File: src/rtl/ped_pkg.sv
// Shared definitions for the pedestrian crossing controller.
// Holds the FSM state encoding, the timer/counter width and the
// vehicle-lamp one-hot check used by the crossing controller.
package ped_pkg;

    localparam int unsigned TMR_W = 4;

    localparam logic [1:0] IDLE     = 2'b00;
    localparam logic [1:0] WAIT_RED = 2'b01;
    localparam logic [1:0] WALK     = 2'b10;
    localparam logic [1:0] CLEAR    = 2'b11;

    // True when exactly one of the three vehicle lamps is lit
    function automatic logic lights_ok(input logic red, input logic green, input logic yellow);
        return (red ^ green ^ yellow) & ~(red & green & yellow);
    endfunction

endpackage

File: src/rtl/ped_btn_debounce.sv
// Pedestrian button conditioning: 2-FF synchroniser, saturating debounce
// counter and a one-cycle pulse on the rising edge of the debounced level.
// Ports:
//   clk, reset    - clock, asynchronous active-high reset
//   i_btn         - raw asynchronous push-button
//   o_press_c     - combinational one-cycle pulse when a press is accepted
module ped_btn_debounce
    import ped_pkg::*;
#(
    parameter int unsigned DEBOUNCE_CYC = 4
) (
    input  logic clk,
    input  logic reset,
    input  logic i_btn,
    output logic o_press_c
);

    logic             r_sync1;
    logic             r_sync2;
    logic [TMR_W-1:0] r_cnt;
    logic             r_db_d;
    logic             w_db;

    assign w_db      = (r_cnt == TMR_W'(DEBOUNCE_CYC));
    assign o_press_c = w_db & ~r_db_d;

    // Synchroniser, debounce counter (holds at threshold) and edge history
    always_ff @(posedge clk or posedge reset) begin
        if (reset) begin
            r_sync1 <= 1'b0;
            r_sync2 <= 1'b0;
            r_cnt   <= '0;
            r_db_d  <= 1'b0;
        end else begin
            r_sync1 <= i_btn;
            r_sync2 <= r_sync1;
            if (!r_sync2) begin
                r_cnt <= '0;
            end else if (!w_db) begin
                r_cnt <= r_cnt + TMR_W'(1);
            end
            r_db_d <= w_db;
        end
    end

endmodule

File: src/rtl/ped_crossing_ctrl.sv
// Pedestrian crossing controller. Watches the vehicle lamps, latches a
// debounced button request and grants WALK at the start of a vehicle-red
// phase, followed by a flashing DON'T-WALK clearance with countdown.
// Any non-one-hot vehicle lamp pattern, or red ending early, forces the
// safe state (solid DON'T-WALK).
// Ports:
//   clk, reset                     - clock, asynchronous active-high reset
//   veh_red, veh_green, veh_yellow - vehicle lamps from the traffic controller
//   ped_btn                        - raw pedestrian push-button
//   walk, dont_walk, flash         - pedestrian lamps (registered)
//   countdown                      - remaining clearance cycles, 0 otherwise
//   req_pending                    - accepted request awaiting service
//   fault                          - vehicle lamps were not one-hot last cycle
//   chirp                          - audible cue, only when PED_CHIRP_EN is defined
// Build option: define PED_CHIRP_EN to add the chirp output.
module ped_crossing_ctrl
    import ped_pkg::*;
#(
    parameter int unsigned DEBOUNCE_CYC = 4,
    parameter int unsigned WALK_CYC     = 6,
    parameter int unsigned CLEAR_CYC    = 5
) (
    input  logic             clk,
    input  logic             reset,
    input  logic             veh_red,
    input  logic             veh_green,
    input  logic             veh_yellow,
    input  logic             ped_btn,
    output logic             walk,
    output logic             dont_walk,
    output logic             flash,
    output logic [TMR_W-1:0] countdown,
    output logic             req_pending,
    output logic             fault
`ifdef PED_CHIRP_EN
    ,
    output logic             chirp
`endif
);

    logic [1:0]       r_state;
    logic [1:0]       w_state_nxt;
    logic [TMR_W-1:0] r_timer;
    logic [TMR_W-1:0] w_timer_nxt;
    logic             r_red_d;
    logic             w_lights_ok;
    logic             w_red_start;
    logic             w_abort;
    logic             w_press;
    logic             w_serve;
    logic             w_walk_nxt;
    logic             w_dont_walk_nxt;
    logic             w_flash_nxt;
    logic [TMR_W-1:0] w_countdown_nxt;
`ifdef PED_CHIRP_EN
    logic             w_chirp_nxt;
`endif

    ped_btn_debounce #(
        .DEBOUNCE_CYC (DEBOUNCE_CYC)
    ) u_btn (
        .clk       (clk),
        .reset     (reset),
        .i_btn     (ped_btn),
        .o_press_c (w_press)
    );

    assign w_lights_ok = lights_ok(veh_red, veh_green, veh_yellow);
    assign w_red_start = veh_red & ~r_red_d & w_lights_ok;
    assign w_abort     = ~veh_red | ~w_lights_ok;
    assign w_serve     = (r_state == WAIT_RED) && (w_state_nxt == WALK);

    // State register with phase timer and red-edge history
    always_ff @(posedge clk or posedge reset) begin
        if (reset) begin
            r_state <= IDLE;
            r_timer <= '0;
            r_red_d <= 1'b0;
        end else begin
            r_state <= w_state_nxt;
            r_timer <= w_timer_nxt;
            r_red_d <= veh_red;
        end
    end

    // Next-state and timer logic; bad lamp patterns always fall back to IDLE
    always_comb begin
        w_state_nxt = r_state;
        w_timer_nxt = r_timer;
        case (r_state)
            IDLE: begin
                if (req_pending && w_lights_ok) begin
                    w_state_nxt = WAIT_RED;
                end
            end
            WAIT_RED: begin
                if (!w_lights_ok) begin
                    w_state_nxt = IDLE;
                end else if (w_red_start) begin
                    w_state_nxt = WALK;
                    w_timer_nxt = TMR_W'(WALK_CYC - 1);
                end
            end
            WALK: begin
                if (w_abort) begin
                    w_state_nxt = IDLE;
                    w_timer_nxt = '0;
                end else if (r_timer == '0) begin
                    w_state_nxt = CLEAR;
                    w_timer_nxt = TMR_W'(CLEAR_CYC - 1);
                end else begin
                    w_timer_nxt = r_timer - TMR_W'(1);
                end
            end
            CLEAR: begin
                if (w_abort || (r_timer == '0)) begin
                    w_state_nxt = IDLE;
                    w_timer_nxt = '0;
                end else begin
                    w_timer_nxt = r_timer - TMR_W'(1);
                end
            end
            default: begin
                w_state_nxt = IDLE;
                w_timer_nxt = '0;
            end
        endcase
    end

    // Output decode from the upcoming state so lamps change with the state
    always_comb begin
        w_walk_nxt      = 1'b0;
        w_dont_walk_nxt = 1'b1;
        w_flash_nxt     = 1'b0;
        w_countdown_nxt = '0;
`ifdef PED_CHIRP_EN
        w_chirp_nxt     = 1'b0;
`endif
        case (w_state_nxt)
            WALK: begin
                w_walk_nxt      = 1'b1;
                w_dont_walk_nxt = 1'b0;
`ifdef PED_CHIRP_EN
                w_chirp_nxt     = ~chirp;
`endif
            end
            CLEAR: begin
                w_flash_nxt     = 1'b1;
                w_countdown_nxt = w_timer_nxt;
                // Solid on entry, then alternate each cycle
                w_dont_walk_nxt = (r_state == CLEAR) ? ~dont_walk : 1'b1;
`ifdef PED_CHIRP_EN
                // dont_walk alternates in CLEAR, so gating on it halves the rate
                w_chirp_nxt     = ((r_state == CLEAR) && dont_walk) ? ~chirp : chirp;
`endif
            end
            default: begin
                w_dont_walk_nxt = 1'b1;
            end
        endcase
    end

    // Output and request registers
    always_ff @(posedge clk or posedge reset) begin
        if (reset) begin
            walk        <= 1'b0;
            dont_walk   <= 1'b1;
            flash       <= 1'b0;
            countdown   <= '0;
            req_pending <= 1'b0;
            fault       <= 1'b0;
`ifdef PED_CHIRP_EN
            chirp       <= 1'b0;
`endif
        end else begin
            walk      <= w_walk_nxt;
            dont_walk <= w_dont_walk_nxt;
            flash     <= w_flash_nxt;
            countdown <= w_countdown_nxt;
            fault     <= ~w_lights_ok;
`ifdef PED_CHIRP_EN
            chirp     <= w_chirp_nxt;
`endif
            // Serving wins over a coincident press; that press is absorbed
            if (w_serve) begin
                req_pending <= 1'b0;
            end else if (w_press) begin
                req_pending <= 1'b1;
            end
        end
    end

endmodule

File: config.mk
export PLATFORM = sky130hd
export DESIGN_NAME = ped_crossing_ctrl
export DESIGN_NICKNAME = d
export VERILOG_FILES = /design/src/rtl/ped_pkg.sv /design/src/rtl/ped_btn_debounce.sv /design/src/rtl/ped_crossing_ctrl.sv
export SDC_FILE = /design/constraint.sdc
export NUM_CORES = 1
export LEC_CHECK = 0
export BUFFER_PORTS_ARGS = -buffer_cell sky130_fd_sc_hd__buf_4
export CELL_PAD_IN_SITES_DETAIL_PLACEMENT = 0
export CELL_PAD_IN_SITES_GLOBAL_PLACEMENT = 1
export CORE_ASPECT_RATIO = 1.1
export CORE_MARGIN = 1.5
export CORE_UTILIZATION = 32
export DETAILED_ROUTE_END_ITERATION = 7
export HOLD_SLACK_MARGIN = 0.15
export MAX_ROUTING_LAYER = met4
export PLACE_DENSITY = 0.61
export SLEW_MARGIN = 5
export SYNTH_ARGS = -nofsm -noshare
export SYNTH_HDL_FRONTEND = slang
export SYNTH_SLANG_ARGS = --single-unit
File: constraint.sdc
create_clock -name clk -period 2.3 [get_ports clk]
set_clock_uncertainty 0.05 [all_clocks]
set_input_delay 0.115 -clock clk [delete_from_list [all_inputs] [get_ports clk]]
set_output_delay 0.115 -clock clk [all_outputs]
set_load 0.03 [all_outputs]
== Yosys cells after proc, flatten, opt, wreduce, memory -nomap -nowiden ==
Cells that the tools add are included.

* Bits in registers: 23
* Input bits: 6
* Output and inout bits: 9
* Word-level logic and storage cells: 65

* Add/subtract/negate cells: 2
* Equal/unequal tests: 7
* Muxes and demuxes: 22
* Bitwise gates (word level): 15
* Reductions and logical operators: 6

{| class="wikitable"
|+ Operators by type and width
! kind !! number
|-
| two-way mux 4 bit || 8
|-
| two-way mux 2 bit || 6
|-
| one-hot mux 4 bit (3 select lines) || 1
|-
| == test 2 bit, second input constant || 4
|-
| one-hot mux 2 bit (4 select lines) || 1
|-
| AND 1 bit || 6
|-
| NOT 1 bit || 6
|-
| two-way mux 1 bit || 5
|-
| adder 4 x 1 -> 4 bit, second input constant || 1
|-
| == test 4 x 3 -> 1 bit, second input constant || 1
|-
| logical NOT 4 bit || 1
|-
| subtractor 4 x 1 -> 4 bit, second input constant || 1
|-
| == test 2 x 1 -> 1 bit, second input constant || 1
|-
| logical AND 1 bit || 2
|-
| logical NOT 2 bit || 1
|-
| inequality test 2 bit, second input constant || 1
|-
| one-hot mux 1 bit (2 select lines) || 1
|-
| nonzero test 2 bit || 1
|-
| bitwise XOR 1 bit || 2
|-
| logical OR 1 bit || 1
|-
| bitwise OR 1 bit || 1
|}

== Depth between registers and ports, before layout ==
Gate-level depths: netlist (run 1).

* Depth in word-level cells: 12
* Depth in mapped cells: 7

== Cells and area by module ==
A second synthesis (run 1) with hierarchy kept.

* Cell total of the unflattened synthesis: 103
* Area total of the unflattened synthesis: 1,087.3 sq um

{| class="wikitable"
|+ Modules (own cells, without submodules)
! module !! instances !! cells an instance !! area each (sq um) !! sequential area each (sq um)
|-
| ped_crossing_ctrl || 1 || 75 || 773.2 || 401.6
|-
| ped_btn_debounce || 1 || 28 || 314.1 || 175.2
|}

== Worst setup path before layout (run 1) ==
Ideal clock, no wire load.

* Path kind: reg-to-reg
* Start: register r_timer[0]
* End: register r_state[0]
* Setup time: 0.124 ns
* Data arrival time: 1.447 ns
* Required time: 2.126 ns
* Slack: 0.678 ns
* Stages on the path, launching flop included: 8
* Path buffers: 1
* Period minus slack after synthesis: 1.622 ns
* Path through: dfrtp_1 > inv_1 > ha_1 > or3b_1 > buf_6 > xnor2_2 > a31oi_1 > nor2_1

* Longest elaborated chain between the ends: 4
* Elaborated cells on any way between the ends: 6

{| class="wikitable"
|+ Ends and longest elaborated chain
! element !! line !! RTL
|-
| start: declaration || ped_crossing_ctrl.sv:43 || <nowiki>logic [TMR_W-1:0] r_timer;</nowiki>
|-
| start signal: assignment || ped_crossing_ctrl.sv:81 || <nowiki>r_timer <= w_timer_nxt;</nowiki>
|-
| logical NOT 4 bit * || ped_crossing_ctrl.sv:108, ped_crossing_ctrl.sv:116 ||
|-
| two-way mux 2 bit or logical OR 1 bit (tied branches) || ped_crossing_ctrl.sv:108, ped_crossing_ctrl.sv:116 ||
|-
| two-way mux 2 bit, on equally long branches || ped_crossing_ctrl.sv:105, ped_crossing_ctrl.sv:116 ||
|-
| one-hot mux 2 bit (4 select lines) * || ped_crossing_ctrl.sv:90 || <nowiki>case (r_state)</nowiki>
|-
| named net w_state_nxt[0] || ped_crossing_ctrl.sv:42 || <nowiki>logic [1:0] w_state_nxt;</nowiki>
|-
| end signal: assignment || ped_crossing_ctrl.sv:80 || <nowiki>r_state <= w_state_nxt;</nowiki>
|-
| end: declaration || ped_crossing_ctrl.sv:41 || <nowiki>logic [1:0] r_state;</nowiki>
|}

The timed path passes the listed nets; every way through them passes the cells marked *.
A chain may end at the register's enable or synchronous reset.

== Final worst setup path (run 1) ==
* Start: input port veh_red
* End: register fault

* Longest elaborated chain between the ends: 5
* Elaborated cells on any way between the ends: 7

{| class="wikitable"
|+ Ends and longest elaborated chain
! element !! line !! RTL
|-
| start: declaration || ped_crossing_ctrl.sv:25 || <nowiki>input logic veh_red,</nowiki>
|-
| AND 1 bit (2 in a row) || ped_pkg.sv:15 || <nowiki>return (red ^ green ^ yellow) & ~(red & green & yellow);</nowiki>
|-
| NOT 1 bit || ped_pkg.sv:15 ||
|-
| AND 1 bit * || ped_pkg.sv:15 ||
|-
| NOT 1 bit * || ped_crossing_ctrl.sv:180 || <nowiki>fault <= ~w_lights_ok;</nowiki>
|-
| end signal: assignment || ped_crossing_ctrl.sv:180 ||
|-
| end: declaration || ped_crossing_ctrl.sv:34 || <nowiki>output logic fault</nowiki>
|}

Mark *: on every way between the ends. The rest lies on a longest branch, timed or not.

==> results of run 1 <==
[cell usage after synthesis, types with 2 or more instances]
cell,instances,area share
sky130_fd_sc_hd__nand3_1,4,0.019
sky130_fd_sc_hd__nor3_1,3,0.014
sky130_fd_sc_hd__nand3b_1,2,0.014
sky130_fd_sc_hd__nand2b_1,2,0.012
sky130_fd_sc_hd__nand2_1,3,0.011
sky130_fd_sc_hd__xnor2_1,3,0.025
sky130_fd_sc_hd__nor2b_1,4,0.023
sky130_fd_sc_hd__a21oi_1,7,0.033
sky130_fd_sc_hd__ha_1,4,0.047
sky130_fd_sc_hd__o2bb2ai_1,3,0.025
sky130_fd_sc_hd__inv_1,7,0.025
sky130_fd_sc_hd__a31oi_1,4,0.023
sky130_fd_sc_hd__dfrtp_1,22,0.52
sky130_fd_sc_hd__mux2i_1,2,0.019
sky130_fd_sc_hd__nor2_1,12,0.042
sky130_fd_sc_hd__buf_2,2,0.0094
[area by class of cell]
class	instances	area share
clock buffer	4	0.0207
tap	34	0.0335
multi-input combinational	66	0.348
timing repair buffer	19	0.122
sequential	23	0.455
inverter	7	0.0207
[power groups by stage]
stage               clock network (uW)  registers, uW  logic, uW
floorplan                            0            561        350
global placement                     0            565        412
detailed placement                   0            568        418
CTS                                193            559        430
global route                       206            572        482
finish                             180            558        425
[state kept, by name (all words and copies together) (netlist names)]
signal and cells:
u_btn.r_sync1 1, u_btn.r_sync2 1, countdown 4, r_timer 4, u_btn.r_cnt 4, flash 1, r_red_d 1, r_state 2
walk 1, fault 1, req_pending 1, u_btn.r_db_d 1, dont_walk 1
[layer usage]
layer  vias up  routed length [um]  global-route usage
li1        385                   -                   -
met1       375                 952               0.160
met2        13                 866               0.169
met3         2                  68              0.0452
met4         0                  18              0.0378
met5         -                   0                   -
[placed cells by master (no fill, tap or decap), drive strengths merged, types with 2 or more instances in the layout]
cell type	count
mux2i	2
o2bb2ai	3
nor3	3
nand2b	2
buf	14
dlygate4sd3	5
ha	4
clkbuf	4
dfrtp	22
inv	7
nor2b	4
nor2	12
nand3	4
xnor2	4
nand2	3
a21oi	7
nand3b	2
a31oi	4
[through the flow]
stage / instance area (um2) / instances / setup WS [ns] / hold WS, ns
after CTS: 1270 / 153 / 0.456 / 0.212
after floorplan: 1070 / 99 / 0.678 / 0.0662
after detailed placement: 1190 / 144 / 0.503 / 0.176
final: 1270 / 153 / 0.444 / 0.232
after global routing: 1270 / 153 / 0.367 / 0.241
after global placement: 1190 / 144 / 0.575 / 0.175
[repair_timing]
item                                   4_1_cts  5_1_grt
hold buffers                                 5        0
setup endpoints to repair                    0        0
endpoints found under the hold margin       29        0
gates resized for setup                      0        0
[worst paths after layout]
| kind | from | endpoint | slack [ns] | cells past startpoint |
|---|---|---|---|---|
| setup reg to reg | r_timer[0]$_DFF_PP0_ | r_state[0]$_DFF_PP0_ | 0.47 | 6 |
| min in group asynchronous | reset | u_btn.r_cnt[2]$_DFFE_PP0P_ | 0.49 | 3 |
| max in group asynchronous | reset | countdown[2]$_DFF_PP0_ | 1.19 | 3 |
| hold reg to reg | u_btn.r_sync1$_DFF_PP0_ | u_btn.r_sync2$_DFF_PP0_ | 0.31 | 0 |
| hold / removal | veh_green | r_state[0]$_DFF_PP0_ | 0.23 | 4 |
| setup / recovery | veh_red | fault$_DFF_PP0_ | 0.44 | 6 |
[critical path: stages]
cell,delay (ns)
sky130_fd_sc_hd__dlygate4sd3_1,0.53
sky130_fd_sc_hd__buf_4,0.16
sky130_fd_sc_hd__ha_1,0.31
sky130_fd_sc_hd__nor2_1,0.17
sky130_fd_sc_hd__mux2i_1,0.15
sky130_fd_sc_hd__dlygate4sd3_1,0.57
[logic make-up (layout without fill, tap and decap cells)]
family                     count (synthesis)  count (layout)  share of synthesized area
AOI/OAI and AO/OA                         20              20                      0.133
and+or+nand+nor                           36              36                      0.176
adders and majority gates                  4               4                     0.0470
buffers and inverters                     10              30                     0.0446
xor gates and xnor gates                   4               4                     0.0399
DFF                                       23              23                      0.541
muxes                                      2               2                     0.0188
==> impl_metrics.json, run 1 <==
{
  "outcome": "completed",
  "clockPowerShare": 0.154,
  "insertion_delay_ns": 0.30,
  "layout-area-overhead-vs-synth_pct": 19.0,
  "cts_post_setup_buffers_inserted": 0,
  "crit_path_max_fanout": 7,
  "total_vias_in_the_final_route": 775,
  "insertedDiodeCount": 0,
  "net-switching-power_uw": 423,
  "timing.final.crit_period_ns": 1.86,
  "clock.fmax_ghz": 0.539,
  "power_switching_share": 0.364,
  "synth.ff_latch_count": 23,
  "num_rows": 21,
  "fin_total_pwr_uw": 1160,
  "cts_num_sinks": 23,
  "cts_tree": "built",
  "initial_utilization": 0.344,
  "layout.nets": 130,
  "irDropWorstVdd_uv": 475,
  "cell_internal_pwr_uw": 740,
  "synth-edff-count": 0,
  "mappedNetlistNets": 109,
  "p_leak_uw": 0.000590,
  "seq_power_share": 0.480,
  "final-hold-violation-count": 0,
  "cts_made_buffers": 3,
  "synth_flop_cell": "sky130_fd_sc_hd__dfrtp_1",
  "totalWireLength_um": 1910,
  "fraction_of_final_layout_cells_sized_beyond_drive_strength_1": 0.176,
  "cp_data_required_time_ns": 2.45,
  "dieHeight_um": 63.5,
  "netlist_instances": 99,
  "clkSlewWorstSetupHoldPaths_ns": 0.12,
  "placement.io_buffers": 14,
  "gp_routability_congestion": 0.736,
  "yosys_warnings": 0,
  "ys_types": 31,
  "postLayoutCoreUtil": 0.409,
  "core_box_area_um2": 3100,
  "number_of_antenna_violations_at_the_first_check_in_global_routing": 0,
  "syn_area_per_cell_um2": 10.8,
  "number_of_h_tree_levels": 1,
  "critical_path.endpoint_type": "register",
  "grt_start_max_net_pins": 24,
  "maxCapViolations": 0,
  "element_type_at_the_critical_path_start": "input port",
  "class_of_the_tightest_hold_or_removal_check": "in -> reg",
  "drcViolationCount": 0,
  "die-width_um": 58.0,
  "ys_async_sr_fraction": 1.00,
  "fill_cells": 315,
  "first_iter_violations": 10,
  "setup_repair_after_global_routing_missed_its_margin": "no",
  "via_per_inst": 5.07,
  "detail_route.first_pass.iterations": 5,
  "grt-ovfl-total": 0,
  "maxSlewHeadroom": 0.433,
  "timing.final.setup_violations": 0,
  "final.period_utilization": 0.807,
  "post_drt_wl_per_cell_um": 12.5,
  "first_global_vias": 750,
  "synth.cell_area_um2": 1070,
  "combinationalPowerShare": 0.366,
  "crit_type": "in -> reg",
  "powerDensity_nw_per_um2": 917,
  "tightest_slew_ns": 0.850,
  "max_slew_violation_total_from_the_final_report": 0,
  "number_of_buffers_between_clock_root_and_the_deepest_sink": 2,
  "multiInputGateArea_um2": 442,
  "grt_pass1_wl_um": 3310,
  "setup-tns-final_ns": 0,
  "post_synthesis_sequential_area_ratio": 0.541,
  "clockRootBuffer": "sky130_fd_sc_hd__clkbuf_4",
  "timing.critical_path.arrival_ns": 2.01,
  "num_io_pins": 15,
  "grtUsageTotal": 0.120,
  "design.die.area_um2": 3690,
  "dp.final_hpwl_um": 1330,
  "sequential_cell_area_um2": 577,
  "final_antenna_net_count": 0
}
No activity file was read; power rests on OpenSTA's default activity.
==> run 2: changes to the inputs <==
PLACE_DENSITY = 0.63   (was 0.61)
clock period = 1.5 ns   (was 2.3 ns; I/O delays follow)
==> impl_metrics.json, run 2 (synthesis gave the netlist of run 1 again) <==
{
  "number_of_antenna_violations_at_the_first_check_in_global_routing": 0,
  "outcome": "complete, but fails checks",
  "die-width_um": 58.0,
  "post_drt_wl_per_cell_um": 12.1,
  "powerDensity_nw_per_um2": 1440,
  "clkSlewWorstSetupHoldPaths_ns": 0.13,
  "total_vias_in_the_final_route": 821,
  "p_leak_uw": 0.000650,
  "insertion_delay_ns": 0.31,
  "first_iter_violations": 11,
  "number_of_h_tree_levels": 1,
  "clock.fmax_ghz": 0.647,
  "dp.final_hpwl_um": 1460,
  "insertedDiodeCount": 0,
  "fill_cells": 311,
  "detail_route.first_pass.iterations": 6,
  "cts_made_buffers": 3,
  "number_of_buffers_between_clock_root_and_the_deepest_sink": 2,
  "grt-ovfl-total": 0,
  "mostFrequentLayoutCell": "sky130_fd_sc_hd__buf_4",
  "first_global_vias": 839,
  "drcViolationCount": 0,
  "crit_buf_inv": 1,
  "final.period_utilization": 1.03,
  "critical_path.cell_chain": "inv_1 -> ha_2 -> or3b_4 -> xnor2_2 -> a31oi_1 -> nor2_1",
  "num_io_pins": 15,
  "dpl.cell_count": 154,
  "critical_path.endpoint_type": "register",
  "final-hold-violation-count": 1,
  "dieHeight_um": 63.5,
  "setup_repair_after_global_routing_missed_its_margin": "yes",
  "max_slew_violation_total_from_the_final_report": 0,
  "clockRootBuffer": "sky130_fd_sc_hd__clkbuf_4",
  "layout-area-overhead-vs-synth_pct": 27.6,
  "core_box_area_um2": 3100,
  "timing.final.crit_period_ns": 1.55,
  "via_per_inst": 5.01,
  "num_rows": 21,
  "grt_start_max_net_pins": 24,
  "cts.hold.buffers_added": 4,
  "layout.nets": 141,
  "cp_data_required_time_ns": 1.66,
  "grtUsageTotal": 0.130,
  "timing.reg2reg.setup_slack_ns": -0.05,
  "class_of_the_tightest_hold_or_removal_check": "in -> reg",
  "element_type_at_the_critical_path_start": "register",
  "place_ws_ns": -0.107,
  "final_cell_mix": "sky130_fd_sc_hd__buf_4 (26), sky130_fd_sc_hd__dfrtp_1 (22), sky130_fd_sc_hd__nor2_1 (12), sky130_fd_sc_hd__a21oi_1 (7), sky130_fd_sc_hd__inv_1 (7)",
  "initial_utilization": 0.344,
  "maxSlewHeadroom": 0.714,
  "finalWorstSetupSlack_ns": -0.0457,
  "cts_tree": "built",
  "final.hold.worst_slack_ns": -0.0440,
  "grt_pass1_wl_um": 3650,
  "maxCapViolations": 0,
  "irDropWorstVdd_uv": 671,
  "final_antenna_net_count": 0,
  "gp_routability_congestion": 0.751,
  "timing.critical_path.max_delay_family": "simple AND/OR/NAND/NOR gates",
  "design.die.area_um2": 3690,
  "fraction_of_final_layout_cells_sized_beyond_drive_strength_1": 0.285,
  "largestRegisters": "countdown x4, r_timer x4, u_btn.r_cnt x4",
  "library_cell_contributing_the_largest_single_delay_on_the_critical_path": "sky130_fd_sc_hd__or3b_4",
  "failed_checks": "hold timing, setup timing",
  "layoutNonFillerInstCount": 164,
  "cts_num_sinks": 23,
  "crit_path_max_incr_delay_ns": 0.43,
  "crit_type": "reg -> reg",
  "tightest_slew_ns": 0.426,
  "totalWireLength_um": 1980,
  "crit_path_max_fanout": 7,
  "placement.io_buffers": 14,
  "timing.critical_path.arrival_ns": 1.70,
  "timing.final.setup_violations": 3
}
## run 2: cell types whose count changed in the layout (fill, tap and decap cells not counted), sizes merged
| cell | delta |
|---|---|
| clkbuf | -1 |
| dlygate4sd3 | -1 |
| buf | +12 |
| clkinv | +1 |
## run 2: area by class of cell
type / instances / area (um2) / share of cell area
clock buffers: 3 / 22.5 / 0.0166
clock inverters: 1 / 5.00 / 0.00368
inverters: 7 / 26.3 / 0.0193
multi-input cells: 66 / 452 / 0.332
flip-flops and latches: 23 / 577 / 0.424
well taps: 34 / 42.5 / 0.0313
repair buffers: 30 / 235 / 0.173
## run 2: what timing repair did
action                                  CTS  global route
setup buffers                             1             1
cloned                                    0             0
endpoints found under the setup margin   10             4
resized for setup                         1             1
pin swaps                                 0             0
endpoints found under the hold margin    30             3
## run 2: path summary, 6_finish.rpt
| kind | from | cells after the start | to |
|---|---|---|---|
| worst min-delay path | veh_red | 2 | r_red_d$_DFF_PP0_ |
| worst min register to register | u_btn.r_sync1$_DFF_PP0_ | 0 | u_btn.r_sync2$_DFF_PP0_ |
| worst max register to register | r_timer[1]$_DFF_PP0_ | 6 | r_state[0]$_DFF_PP0_ |
| min in group asynchronous | reset | 4 | u_btn.r_sync1$_DFF_PP0_ |
| worst max-delay path | r_timer[1]$_DFF_PP0_ | 6 | r_state[0]$_DFF_PP0_ |
| max in group asynchronous | reset | 4 | dont_walk$_DFF_PP1_ |
## run 2: stage by stage
stage	util	power (uW)	TNS (ns)	hold slack [ns]	cell area, um2
4_1_cts	0.435	1960	-0.0404	-0.0538	1350
5_1_grt	0.439	2110	-0.257	-0.0609	1360
6_report	0.439	1960	-0.0666	-0.0440	1360
3_5_place_dp	0.410	1610	-0.340	0.0949	1270
3_3_place_gp	0.410	1600	-0.219	0.0933	1270
2_1_floorplan	-	1400	-0.169	0.0262	1070
## run 2: report_power, final
| group | total [uW] | internal, uW | switching (uW) |
|---|---|---|---|
| Sequential | 818 | 734 | 84.1 |
| Clock | 293 | 99.5 | 193 |
| Combinational | 847 | 423 | 424 |
## run 2: layer usage
layer / track usage / vias up / part of all wire
met5: - / - / 0
met4: 0.0523 / 0 / 0.0076
met3: 0.0267 / 2 / 0.025
met2: 0.197 / 9 / 0.49
met1: 0.168 / 400 / 0.48
li1: - / 410 / -
==> run 3: changes to the inputs <==
CORE_UTILIZATION = 39   (was 32)
PLACE_DENSITY = 0.74   (was 0.63)
==> impl_metrics.json, run 3 (synthesis gave the netlist of run 1 again) <==
{
  "class_of_the_tightest_hold_or_removal_check": "in -> reg",
  "maxCapViolations": 0,
  "failed_checks": "setup timing",
  "met3_usage": 0.0258,
  "crit_type": "reg -> reg",
  "first_global_vias": 829,
  "library_cell_contributing_the_largest_single_delay_on_the_critical_path": "sky130_fd_sc_hd__or3b_4",
  "placed_cell_area_um2": 1270,
  "grt.busiest_layer": "met2",
  "final-hold-violation-count": 0,
  "design.die.area_um2": 3060,
  "dieHeight_um": 57.8,
  "dp.final_hpwl_um": 1540,
  "mostFrequentLayoutCell": "sky130_fd_sc_hd__buf_4",
  "finalWorstSetupSlack_ns": -0.0408,
  "post_drt_wl_per_cell_um": 12.4,
  "hold_path_startpoint": "veh_green",
  "gp_routability_congestion": 0.842,
  "layout-area-overhead-vs-synth_pct": 30.9,
  "grtUsageTotal": 0.159,
  "worstReg2RegStart": "r_timer[1]$_DFF_PP0_",
  "fraction_of_final_layout_cells_sized_beyond_drive_strength_1": 0.286,
  "finalInstanceArea_um2": 1400,
  "insertedDiodeCount": 0,
  "first_iter_violations": 8,
  "drcViolationCount": 0,
  "timing.hold.worst_path_depth": 4,
  "final_antenna_net_count": 0,
  "grt-ovfl-total": 0,
  "postLayoutCoreUtil": 0.548,
  "totalWireLength_um": 2030,
  "via_per_inst": 5.06,
  "element_type_at_the_critical_path_start": "register",
  "crit_path_max_fanout": 7,
  "timing.final.crit_period_ns": 1.54,
  "reg_to_reg_endpoint": "r_state[0]$_DFF_PP0_",
  "critical_path.endpoint_type": "register",
  "setup-tns-final_ns": -0.0408,
  "detail_route.first_pass.iterations": 4,
  "clockRootBuffer": "sky130_fd_sc_hd__clkbuf_4",
  "irDropWorstVdd_uv": 880,
  "largestRegisters": "countdown x4, r_timer x4, u_btn.r_cnt x4",
  "layout.nets": 144,
  "cts_num_sinks": 23,
  "met2_usage": 0.252,
  "cts_made_buffers": 3,
  "number_of_buffers_between_clock_root_and_the_deepest_sink": 2,
  "grt_pass1_wl_um": 3440,
  "maxSlewHeadroom": 0.733,
  "timing.reg2reg.setup_slack_ns": -0.04,
  "core_box_area_um2": 2540,
  "clock.fmax_ghz": 0.649,
  "insertion_delay_ns": 0.31,
  "timing.final.setup_violations": 1,
  "p_leak_uw": 0.000664,
  "hold_path_end": "r_state[0]$_DFF_PP0_",
  "final_cell_mix": "sky130_fd_sc_hd__buf_4 (27), sky130_fd_sc_hd__dfrtp_1 (22), sky130_fd_sc_hd__nor2_1 (12), sky130_fd_sc_hd__inv_1 (7)",
  "rr_worst_depth": 6,
  "setup_repair_after_global_routing_missed_its_margin": "yes",
  "crit_path_max_incr_delay_ns": 0.44,
  "final.period_utilization": 1.03,
  "die-width_um": 52.9,
  "max_slew_violation_total_from_the_final_report": 0,
  "placement.io_buffers": 14,
  "grtUsageMet1": 0.196,
  "total_vias_in_the_final_route": 830,
  "tightest_slew_ns": 0.399,
  "initial_utilization": 0.419,
  "num_rows": 19,
  "fin_total_pwr_uw": 1960,
  "timing.critical_path.arrival_ns": 1.69,
  "clkSlewWorstSetupHoldPaths_ns": 0.12,
  "critical_path.cell_chain": "inv_1 -> ha_2 -> or3b_4 -> xnor2_2 -> a31oi_1 -> nor2_1",
  "crit_buf_inv": 1,
  "cts_tree": "built",
  "place_ws_ns": -0.124,
  "powerDensity_nw_per_um2": 1400,
  "outcome": "complete, but fails checks",
  "number_of_h_tree_levels": 1,
  "num_io_pins": 15,
  "number_of_antenna_violations_at_the_first_check_in_global_routing": 0,
  "timing.critical_path.max_delay_family": "simple AND/OR/NAND/NOR gates",
  "grt_start_max_net_pins": 13,
  "cp_data_required_time_ns": 1.65
}
## run 3: cell types whose count changed in the layout (fill, tap and decap cells not counted)
| cell | previous run | this run |
|---|---|---|
| sky130_fd_sc_hd__a31o_2 | 1 | 0 |
| sky130_fd_sc_hd__dlygate4sd3_1 | 4 | 6 |
| sky130_fd_sc_hd__a21oi_2 | 0 | 1 |
| sky130_fd_sc_hd__a31o_4 | 0 | 1 |
| sky130_fd_sc_hd__buf_4 | 26 | 27 |
| sky130_fd_sc_hd__a21oi_1 | 7 | 6 |
| sky130_fd_sc_hd__clkinv_2 | 1 | 0 |
| sky130_fd_sc_hd__clkbuf_1 | 0 | 1 |
## run 3: what timing repair did
action / in CTS / in global routing
endpoints found under the hold margin: 28 / 0
endpoints found under the setup margin: 10 / 9
gates resized for setup: 1 / 3
setup buffers: 1 / 1
hold buffers: 6 / 0
pin swaps: 0 / 3
## run 3: metrics by stage
step / instances / hold slack [ns]
2_1_floorplan: 99 / 0.0262
3_3_place_gp: 152 / -0.0832
3_5_place_dp: 152 / -0.0901
4_1_cts: 163 / 0.195
5_1_grt: 164 / 0.233
6_report: 164 / 0.208
## run 3: where the power goes
group | switching, uW | internal [uW] | total, uW | leakage [uW]
Sequential | 84.5 | 734 | 818 | 0.000297
Combinational | 433 | 427 | 860 | 0.000352
Clock | 177 | 104 | 281 | 0.0000150
Total | 694 | 1260 | 1960 | 0.000664
## run 3: worst max-delay path by stage
stage                                    start              endpoint  slack, ns  cells past startpoint
after floorplan           r_timer[0]$_DFF_PP0_  r_state[0]$_DFF_PP0_      -0.08                      7
after global placement    r_timer[1]$_DFF_PP0_  r_state[0]$_DFF_PP0_      -0.09                      6
after detailed placement  r_timer[1]$_DFF_PP0_  r_state[0]$_DFF_PP0_      -0.12                      6
after CTS                 r_timer[1]$_DFF_PP0_  r_state[0]$_DFF_PP0_      -0.04                      6
after global routing      r_timer[1]$_DFF_PP0_  r_state[0]$_DFF_PP0_      -0.12                      6
final                     r_timer[1]$_DFF_PP0_  r_state[0]$_DFF_PP0_      -0.04                      6
## run 3: worst register-to-register path, stage by stage (launching register included)
cell,delay (ns)
sky130_fd_sc_hd__dfrtp_1,0.39
sky130_fd_sc_hd__inv_1,0.06
sky130_fd_sc_hd__ha_2,0.17
sky130_fd_sc_hd__or3b_4,0.44
sky130_fd_sc_hd__xnor2_2,0.16
sky130_fd_sc_hd__a31oi_1,0.13
sky130_fd_sc_hd__nor2_1,0.06
## run 3: routing by layer
layer,vias up,part of all wire
li1,417,-
met1,393,0.45
met2,16,0.51
met3,4,0.028
met4,0,0.012
met5,-,0
## run 3: final cells by class
class                      instances  area, um2
sequential                        23        577
tap                               31       38.8
inverter                           7       26.3
clock buffer                       4       26.3
timing repair buffer              33        263
multi-input combinational         66        464
fill                             230       1150
